===== src/rtl/mem_port_arbiter.sv =====
// mem_port_arbiter: round-robin arbiter and single-outstanding sequencer for the shared memory port,
// with a watchdog that terminates accesses the memory never acknowledges.
module mem_port_arbiter #(
    parameter int ADDR_WIDTH = 32,
    parameter int DATA_WIDTH = 32,
    parameter int TIMEOUT    = 15
) (
    input  logic                    clk,
    input  logic                    reset,
    input  logic                    i_if_req,
    input  logic [ADDR_WIDTH-1:0]   i_if_addr,
    output logic                    o_if_ack,
    output logic [DATA_WIDTH-1:0]   o_if_rdata,
    output logic                    o_if_err,
    input  logic                    i_ls_req,
    input  logic                    i_ls_we,
    input  logic [ADDR_WIDTH-1:0]   i_ls_addr,
    input  logic [DATA_WIDTH-1:0]   i_ls_wdata,
    input  logic [DATA_WIDTH/8-1:0] i_ls_wstrb,
    output logic                    o_ls_ack,
    output logic [DATA_WIDTH-1:0]   o_ls_rdata,
    output logic                    o_ls_err,
    output logic                    o_mem_req,
    output logic                    o_mem_we,
    output logic [ADDR_WIDTH-1:0]   o_mem_addr,
    output logic [DATA_WIDTH-1:0]   o_mem_wdata,
    output logic [DATA_WIDTH/8-1:0] o_mem_wstrb,
    input  logic                    i_mem_ack,
    input  logic [DATA_WIDTH-1:0]   i_mem_rdata,
    output logic                    o_busy
);
    localparam int CW = $clog2(TIMEOUT + 1);
    typedef enum logic [1:0] {IDLE, WAIT, RESP} state_t;
    state_t                  r_state;
    logic                    r_last;
    logic                    r_sel;
    logic [CW-1:0]           r_cnt;
    logic [DATA_WIDTH-1:0]   r_rdata;
    logic                    r_err;
    logic                    r_mem_req;
    logic                    r_mem_we;
    logic [ADDR_WIDTH-1:0]   r_mem_addr;
    logic [DATA_WIDTH-1:0]   r_mem_wdata;
    logic [DATA_WIDTH/8-1:0] r_mem_wstrb;
    logic                    w_pick_ls;
    logic                    w_if_ack;
    logic                    w_ls_ack;
    // r_last=1 means ls was granted last, so fetch wins the next tie
    assign w_pick_ls = i_ls_req & (~i_if_req | ~r_last);
    always_ff @(posedge clk) begin
        if (!reset) begin
            r_state     <= IDLE;
            r_last      <= 1'b1;
            r_sel       <= 1'b0;
            r_cnt       <= '0;
            r_rdata     <= '0;
            r_err       <= 1'b0;
            r_mem_req   <= 1'b0;
            r_mem_we    <= 1'b0;
            r_mem_addr  <= '0;
            r_mem_wdata <= '0;
            r_mem_wstrb <= '0;
        end else begin
            case (r_state)
                IDLE: if (i_if_req | i_ls_req) begin
                    r_sel       <= w_pick_ls;
                    r_last      <= w_pick_ls;
                    r_cnt       <= '0;
                    r_mem_req   <= 1'b1;
                    r_mem_we    <= w_pick_ls & i_ls_we;
                    r_mem_addr  <= w_pick_ls ? i_ls_addr : i_if_addr;
                    r_mem_wdata <= w_pick_ls ? i_ls_wdata : '0;
                    r_mem_wstrb <= (w_pick_ls & i_ls_we) ? i_ls_wstrb : '0;
                    r_state     <= WAIT;
                end
                WAIT: if (i_mem_ack) begin
                    r_rdata   <= r_mem_we ? '0 : i_mem_rdata;
                    r_err     <= 1'b0;
                    r_mem_req <= 1'b0;
                    r_state   <= RESP;
                end else if (r_cnt == CW'(TIMEOUT)) begin
                    r_rdata   <= '0;
                    r_err     <= 1'b1;
                    r_mem_req <= 1'b0;
                    r_state   <= RESP;
                end else begin
                    r_cnt <= r_cnt + 1'b1;
                end
                default: r_state <= IDLE;
            endcase
        end
    end
    assign w_if_ack    = (r_state == RESP) & ~r_sel;
    assign w_ls_ack    = (r_state == RESP) & r_sel;
    assign o_if_ack    = w_if_ack;
    assign o_if_rdata  = w_if_ack ? r_rdata : '0;
    assign o_if_err    = w_if_ack & r_err;
    assign o_ls_ack    = w_ls_ack;
    assign o_ls_rdata  = w_ls_ack ? r_rdata : '0;
    assign o_ls_err    = w_ls_ack & r_err;
    assign o_mem_req   = r_mem_req;
    assign o_mem_we    = r_mem_we;
    assign o_mem_addr  = r_mem_addr;
    assign o_mem_wdata = r_mem_wdata;
    assign o_mem_wstrb = r_mem_wstrb;
    assign o_busy      = r_state != IDLE;
endmodule


===== config.mk =====
export PLATFORM = sky130hd
export DESIGN_NAME = mem_port_arbiter
export DESIGN_NICKNAME = d
export VERILOG_FILES = /design/src/rtl/mem_port_arbiter.sv
export SDC_FILE = /design/constraint.sdc
export NUM_CORES = 1
export LEC_CHECK = 0
export CORE_MARGIN = 5
export CORE_UTILIZATION = 32
export CTS_CLUSTER_DIAMETER = 100
export DETAILED_ROUTE_END_ITERATION = 6
export PLACE_DENSITY = 0.7
export SLEW_MARGIN = 20
export SYNTH_ARGS = -nofsm -noshare
export SYNTH_HDL_FRONTEND = slang
export SYNTH_SLANG_ARGS = --single-unit

===== constraint.sdc =====
create_clock -name clk -period 3.3 [get_ports clk]
set_input_delay 0.33 -clock clk [delete_from_list [all_inputs] [get_ports clk]]
set_output_delay 0.33 -clock clk [all_outputs]
set_load 0.1 [all_outputs]

# Word-level counts from Yosys, hierarchy flattened
# Cells that the tools add are included.
dict set report word_totals {
  ff_bits 111
  word_cells 61
}
dict set report op_classes {
  eq_ne 7
  bitwise 11
  n_mux 22
  addsub 1
  n_reduce_logical 9
}
# op n
set op_table {}
lappend op_table {{$mux 32} 7}
lappend op_table {{$mux 4} 4}
lappend op_table {{$pmux 4 s2} 1}
lappend op_table {{$and 1x1->1} 6}
lappend op_table {{$mux 2} 3}
lappend op_table {{$ne 2x2->1 const B} 3}
lappend op_table {{$reduce_and 2->1} 3}
lappend op_table {{$reduce_bool 2->1} 3}
lappend op_table {{$mux 1} 5}
lappend op_table {{$add 4x1->4 const B} 1}
lappend op_table {{$eq 4x4->1 const B} 1}
lappend op_table {{$pmux 2 s2} 1}
lappend op_table {{$reduce_and 4->1} 1}
lappend op_table {{$ne 3x3->1 const B} 1}
lappend op_table {{$not 1->1} 3}
lappend op_table {{$reduce_and 3->1} 1}
lappend op_table {{$eq 2x1->1 const B} 1}
lappend op_table {{$eq 2x2->1 const B} 1}
lappend op_table {{$logic_not 2->1} 1}
lappend op_table {{$or 1x1->1} 2}
lappend op_table {{$pmux 1 s2} 1}

# Longest topological paths before layout
# Gate-level depths: netlist of run 1.
dict set report logic_depth {
  depth_word 5
  ltp_mapped 7
  ltp_nobuf 5
}

# Worst setup path before layout of run 1
# Ideal clock, no wire load.
dict set report synth_path {
  path_type {register to output}
  from {register r_state[1]}
  to {output port o_if_rdata[22]}
  setup_slack_ps 323
  n_path_buf 1
  required_time_ps 2970
  path_stages_with_launch 4
  arrival_time_ps 2647
  path_cell_list {dfxtp_1 nor3b_1 clkbuf_1 and2_1}
}
dict set report synth_between {
  elab_chain_cells 3
}
# item line
set synth_rtl {}
lappend synth_rtl {{start: declaration} 34} ;# state_t r_state;
lappend synth_rtl {{start signal: assignment} 52} ;# r_state <= IDLE;
lappend synth_rtl {{start signal: assignment} 74} ;# r_state <= WAIT;
lappend synth_rtl {{start signal: assignment} 80} ;# r_state <= RESP;
lappend synth_rtl {{$eq 2x2->1} 93} ;# assign w_if_ack = (r_state == RESP) & ~r_sel;
lappend synth_rtl {{$and 1x1->1} 93}
lappend synth_rtl {{via o_if_ack} 12} ;# output logic o_if_ack,
lappend synth_rtl {{$mux 32} 96} ;# assign o_if_rdata = w_if_ack ? r_rdata : '0;
lappend synth_rtl {{end: declaration} 13} ;# output logic [DATA_WIDTH-1:0] o_if_rdata,
# The timed path passes the listed nets, and every way through them passes these cells.

# Final worst setup path of run 1
dict set report layout_path {
  from {register r_state[0]}
  to {output port o_ls_rdata[24]}
}
dict set report layout_between {
  elab_chain_cells 3
}
# item line
set layout_rtl {}
lappend layout_rtl {{$eq 2x2->1} 94} ;# assign w_ls_ack = (r_state == RESP) & r_sel;
lappend layout_rtl {{$and 1x1->1} 94}
lappend layout_rtl {{$mux 32} 99} ;# assign o_ls_rdata = w_ls_ack ? r_rdata : '0;
lappend layout_rtl {{end: declaration} 21} ;# output logic [DATA_WIDTH-1:0] o_ls_rdata,
# Every way passes these cells.

==> flow_metrics.py, run 1 <==
metrics = {
    "status": {
        "outcome": "finished, final reports clean",
    },
    "grt": {
        "grt_pass1_vias": 4362,
        "grt_max_degree": 80,
        "antenna_found_initial": 0,
        "grt-ovfl-total": 0,
        "track_usage_pct": 16.1,
        "grt_pass1_wl_microns": 22000,
    },
    "hold_path": {
        "hold_depth": 3,
        "hp-class": "input port to flop",
        "min_from": "reset",
        "worstHoldEndpoint": "r_state[1]$_SDFFE_PN0P_",
    },
    "floorplan": {
        "rows": 44,
        "core_sq_mm": 0.0144,
        "die_w_microns": 131,
        "chipHeight_microns": 131,
        "io_pins": 277,
        "die_area_sq_mm": 0.0170,
        "start_util_pct": 32.3,
    },
    "detailed_routing": {
        "wirelength_microns": 14500,
        "vias_per_cell": 4.76,
        "postRouteAntennaNets": 0,
        "num_vias": 4359,
        "drc": 0,
        "drtPass1Iterations": 4,
        "wl_per_cell_microns": 15.8,
        "drt-initial-drc-count": 249,
    },
    "worst_setup_path": {
        "r2r_slack_ns": 1.23,
        "critPathLaunchType": "flop",
        "max_stage_delay_ns": 0.84,
        "critPathMaxFanout": 34,
        "crit_slowest_cell": "and3b_1",
        "critical_path_required_ns": 2.97,
        "reg2reg_to": "o_mem_addr[23]$_SDFFE_PN0P_",
        "r2r_start": "r_state[0]$_SDFFE_PN0P_",
        "crit_family": "simple AND/OR/NAND/NOR gates",
        "critPathBufInv": 1,
        "cp_cell_sequence": "and3b_1 -> and2_1 -> buf_4",
        "r2r_cells": 5,
        "end_kind": "output pin",
        "worstPathArrival_ns": 2.10,
        "critPathKind": "flop to output pin",
    },
    "clock_network": {
        "cts.htree.levels": 3,
        "cts_resized": 0,
        "cts_hold_buffers": 0,
        "cts_sinks": 111,
        "ctsLongestPathBuffers": 2,
        "cts_setup_buffers": 0,
        "clkLatencyLatePin_ns": 0.34,
        "clockRootBuffer": "clkbuf_16",
        "cts_made_buffers": 9,
        "clk_pin_slew_worst_paths_ns": 0.07,
        "cts_tree": "yes",
    },
    "placement": {
        "numPortBuffers": 276,
        "dpl-instance-area_sq_mm": 0.00733,
        "dp_hpwl_microns": 11000,
        "gp_congestion": 0.783,
    },
    "sta": {
        "fin_setup_tns_ns": 0,
        "tightest_slew_ns": 1.02,
        "clock_skew_ns": 0.00938,
        "fin_crit_sh_pct": 73.7,
        "fmax_mhz": 411,
        "setup_violations": 0,
        "grt_setup_unrepaired": "no",
        "drv_slew": 0,
        "finalHoldViolations": 0,
        "post-route-min-period_ns": 2.43,
        "max_slew_margin_pct": 32.1,
    },
    "synth": {
        "synth_seq_cells": 111,
        "postSynthAreaPerCell_sq_um": 9.89,
        "synth_edf_count": 0,
        "yosysUniqueCellTypes": 31,
        "yosys.area.top_type": "dfxtp_1",
        "syn-instance-count": 470,
        "synthFlopType": "dfxtp_1",
        "syn-cell-area_sq_mm": 0.00465,
        "async_flop_share_pct": 0,
        "netlist_top_cells_count": "dfxtp_1, and2_1, a21oi_1, nor2b_1",
        "yosysMostFrequentCell": "dfxtp_1",
        "yosys.area.top_type_share_pct": 47.8,
        "yosys-top-cells-area": "dfxtp_1, and2_1, mux2i_1",
        "yosysWarnings": 0,
        "synth_fp_nets": 609,
        "seq_area_frac_synth_pct": 47.8,
    },
    "layout": {
        "syn2layout_area_growth_pct": 64.2,
        "fillCellCount": 1310,
        "nets": 865,
        "n_antenna_cell": 0,
        "drive_gt1_share_pct": 15.2,
        "fin_area_sq_mm": 0.00763,
    },
    "power": {
        "ir_worst_vdd_mv": 0.312,
        "leakagePower_nw": 3.01,
        "power_density_mw_per_mm2": 479,
    },
    "flow_run": {
        "maxCapViolCount": 0,
    },
}
[cell families after synthesis]
family | after synthesis | synth area share [%]
AOI/OAI and AO/OA | 146 | 22.0
and+or+nand+nor | 139 | 18.1
DFF | 111 | 47.8
buffers and inverters | 41 | 4.87
muxes | 32 | 6.89
adders and majority gates | 1 | 0.269
[power breakdown]
group,total [mW],switching (mW),internal [mW]
clock network,1.08,0.473,0.610
registers,1.48,0.0537,1.43
logic,1.09,0.733,0.358
total,3.66,1.26,2.40
[layout by cell type (no fill, tap or decap), drive strengths merged, types with 11 or more instances in the layout]
cell / count
a21oi: 34
and2: 68
dfxtp: 111
a22o: 32
nand2: 12
nor2b: 34
a22oi: 32
mux2i: 32
o21ai: 32
clkdlybuf4s50: 205
buf: 80
clkbuf: 11
[state kept, by name, indices dropped and copies added (netlist names)]
signal / cells
r_sel: 1
r_state: 2
o_mem_wstrb: 4
r_last: 1
r_cnt: 4
o_mem_wdata: 32
o_mem_req: 1
o_mem_addr: 32
r_err: 1
o_mem_we: 1
r_rdata: 32
[worst max-delay path by stage]
stage	slack, ns	from	cells past startpoint	to
floorplan	0.32	r_state[1]$_SDFFE_PN0P_	3	o_if_rdata[22]
detailed placement	0.95	i_if_req	6	o_mem_addr[23]$_SDFFE_PN0P_
global route	0.69	r_state[1]$_SDFFE_PN0P_	3	o_ls_rdata[22]
global placement	0.99	i_if_req	6	o_mem_addr[22]$_SDFFE_PN0P_
CTS	0.83	r_state[0]$_SDFFE_PN0P_	3	o_ls_rdata[1]
finish	0.87	r_state[0]$_SDFFE_PN0P_	3	o_ls_rdata[24]
[through the flow]
stage                     instances  hold WS [ns]  power, mW  utilization, %  setup slack (ns)
final                           915         0.320       3.66            53.1             0.867
after global placement          899         0.455       2.60            51.0             0.992
after CTS                       915         0.308       3.70            53.1             0.834
after floorplan                 470         0.429       2.25               -             0.323
after global routing            915         0.342       3.81            53.1             0.691
after detailed placement        899         0.457       2.61            51.0             0.952
[metal layers]
metal | up-vias | track usage, % | share of wire [%]
li1 | 2169 | - | -
met1 | 1986 | 18.5 | 39
met2 | 186 | 28.2 | 49
met3 | 18 | 5.57 | 11
met4 | 0 | 5.32 | 1.5
met5 | - | 0 | 0
[layout make-up]
cell class | instances | area [sq um] | area share (%)
repair buffers | 285 | 2650 | 34.7
clock inverters | 5 | 57.6 | 0.754
well taps | 184 | 230 | 3.02
clock buffers | 11 | 243 | 3.18
multi-input cells | 318 | 2230 | 29.2
flip-flops and latches | 111 | 2220 | 29.1
inverters | 1 | 3.75 | 0.0492
[worst min-delay path, stage by stage]
cell and delay (ns):
buf_2 0.12, nand2_1 0.11, nor2_1 0.05
No activity file was read; power rests on OpenSTA's default activity.
==> run 2: changes to the inputs <==
- clock period: 3.3 -> 2.3 ns (I/O delays scaled with it)
==> flow_metrics.py, run 2 (same netlist as run 1, synthesis figures left out) <==
metrics = {
    "floorplan": {
        "start_util_pct": 32.3,
        "rows": 44,
        "core_sq_mm": 0.0144,
        "io_pins": 277,
        "chipHeight_microns": 131,
        "die_w_microns": 131,
        "die_area_sq_mm": 0.0170,
    },
    "layout": {
        "drive_gt1_share_pct": 25.6,
        "final_core_util_pct": 58.2,
        "n_antenna_cell": 0,
        "nets": 865,
        "fillCellCount": 1179,
        "final_common_cell": "clkdlybuf4s50_1",
        "syn2layout_area_growth_pct": 79.8,
        "regArea_sq_mm": 0.00222,
        "layout_common_cells": "clkdlybuf4s50_1, dfxtp_1, buf_4",
        "multi_input_area_sq_mm": 0.00224,
    },
    "sta": {
        "drv_slew": 0,
        "finalWorstSetupSlack_ns": 0.364,
        "setup_violations": 0,
        "fmax_mhz": 516,
        "grt_setup_unrepaired": "no",
        "fin_crit_sh_pct": 84.2,
        "tightest_slew_ns": 0.657,
        "fin_setup_tns_ns": 0,
        "finalHoldViolations": 0,
        "post-route-min-period_ns": 1.94,
        "max_slew_margin_pct": 56.1,
        "clock_skew_ns": 0.00521,
    },
    "grt": {
        "grt-ovfl-total": 0,
        "grt_max_degree": 78,
        "track_usage_pct": 17.1,
        "antenna_found_initial": 0,
        "grt_pass1_wl_microns": 22800,
        "grt_pass1_vias": 4385,
    },
    "power": {
        "leakagePower_nw": 3.33,
        "p_seq_share_pct": 40.7,
        "p_sw_mw": 1.83,
        "p_sw_share_pct": 35.0,
        "power_density_mw_per_mm2": 626,
        "pwr-share-comb_pct": 29.8,
        "internal-power_mw": 3.40,
        "ir_worst_vdd_mv": 0.469,
        "clock_power_share_pct": 29.5,
    },
    "hold_path": {
        "hp-class": "input port to flop",
    },
    "clock_network": {
        "cts_setup_buffers": 0,
        "clkLatencyLatePin_ns": 0.34,
        "cts.htree.levels": 3,
        "clockRootBuffer": "clkbuf_16",
        "cts_hold_buffers": 0,
        "cts_sinks": 111,
        "ctsLongestPathBuffers": 2,
        "cts_made_buffers": 9,
        "cts_tree": "yes",
        "clk_pin_slew_worst_paths_ns": 0.07,
        "cts_resized": 0,
    },
    "detailed_routing": {
        "num_vias": 4421,
        "drc": 0,
        "postRouteAntennaNets": 0,
        "wirelength_microns": 15100,
        "vias_per_cell": 4.83,
        "drtPass1Iterations": 4,
        "wl_per_cell_microns": 16.5,
        "drt-initial-drc-count": 173,
    },
    "worst_setup_path": {
        "critPathLaunchType": "flop",
        "critical_path_required_ns": 2.07,
        "critPathMaxFanout": 34,
        "worstPathArrival_ns": 1.71,
        "critPathKind": "flop to output pin",
        "end_kind": "output pin",
    },
    "flow_run": {
        "maxCapViolCount": 0,
    },
    "placement": {
        "numPortBuffers": 276,
        "dp_hpwl_microns": 11600,
        "gp_congestion": 0.801,
        "dp_slack_ns": -0.121,
    },
    "status": {
        "outcome": "finished, final reports clean",
    },
}
## run 2: layer usage
metal  vias to the layer above  GRT usage, %  wire [microns]
li1                       2170             -               -
met3                        19          6.22            1460
met2                       200          29.7            7450
met1                      2032          19.5            5920
met5                         -             0               0
met4                         0          5.57             257
## run 2: power by group through the flow
stage	registers (mW)	clock network (mW)	logic, mW
4_1_cts	2.13	1.59	1.56
2_1_floorplan	2.83	0	0.399
6_report	2.13	1.54	1.56
3_5_place_dp	2.17	0	1.56
3_3_place_gp	2.17	0	1.54
5_1_grt	2.15	1.67	1.63
## run 2: path summary, 6_finish.rpt
path | cells past startpoint | end | slack [ns] | start
max | 4 | o_if_rdata[10] | 0.36 | r_state[1]$_SDFFE_PN0P_
max reg2reg | 5 | o_mem_addr[10]$_SDFFE_PN0P_ | 0.40 | r_state[0]$_SDFFE_PN0P_
min reg2reg | 2 | o_mem_wstrb[2]$_SDFFE_PN0P_ | 0.47 | o_mem_wstrb[2]$_SDFFE_PN0P_
min | 2 | r_err$_SDFFE_PN0P_ | 0.15 | reset
## run 2: final cells by class
| cell class | count | area share, % |
|---|---|---|
| timing repair buffer | 285 | 40.4 |
| tap | 184 | 2.75 |
| multi-input combinational | 318 | 26.8 |
| clock buffer | 11 | 2.78 |
| sequential | 111 | 26.6 |
| clock inverter | 5 | 0.704 |
| inverter | 1 | 0.0449 |
## run 2: per-stage QoR
| stage | instance area (sq um) | cells | power [mW] | hold WS, ns |
|---|---|---|---|---|
| global placement | 8040 | 898 | 3.71 | 0.453 |
| detailed placement | 8040 | 898 | 3.73 | 0.464 |
| floorplan | 4660 | 470 | 3.23 | 0.356 |
| global route | 8360 | 915 | 5.45 | 0.150 |
| finish | 8360 | 915 | 5.23 | 0.151 |
| CTS | 8330 | 914 | 5.28 | 0.141 |
## run 2: worst max-delay path, stage by stage, from the launching register on
cell and delay [ns]:
dfxtp_1 0.40, nor3b_2 0.19, buf_4 0.33, and2_1 0.24, buf_12 0.19
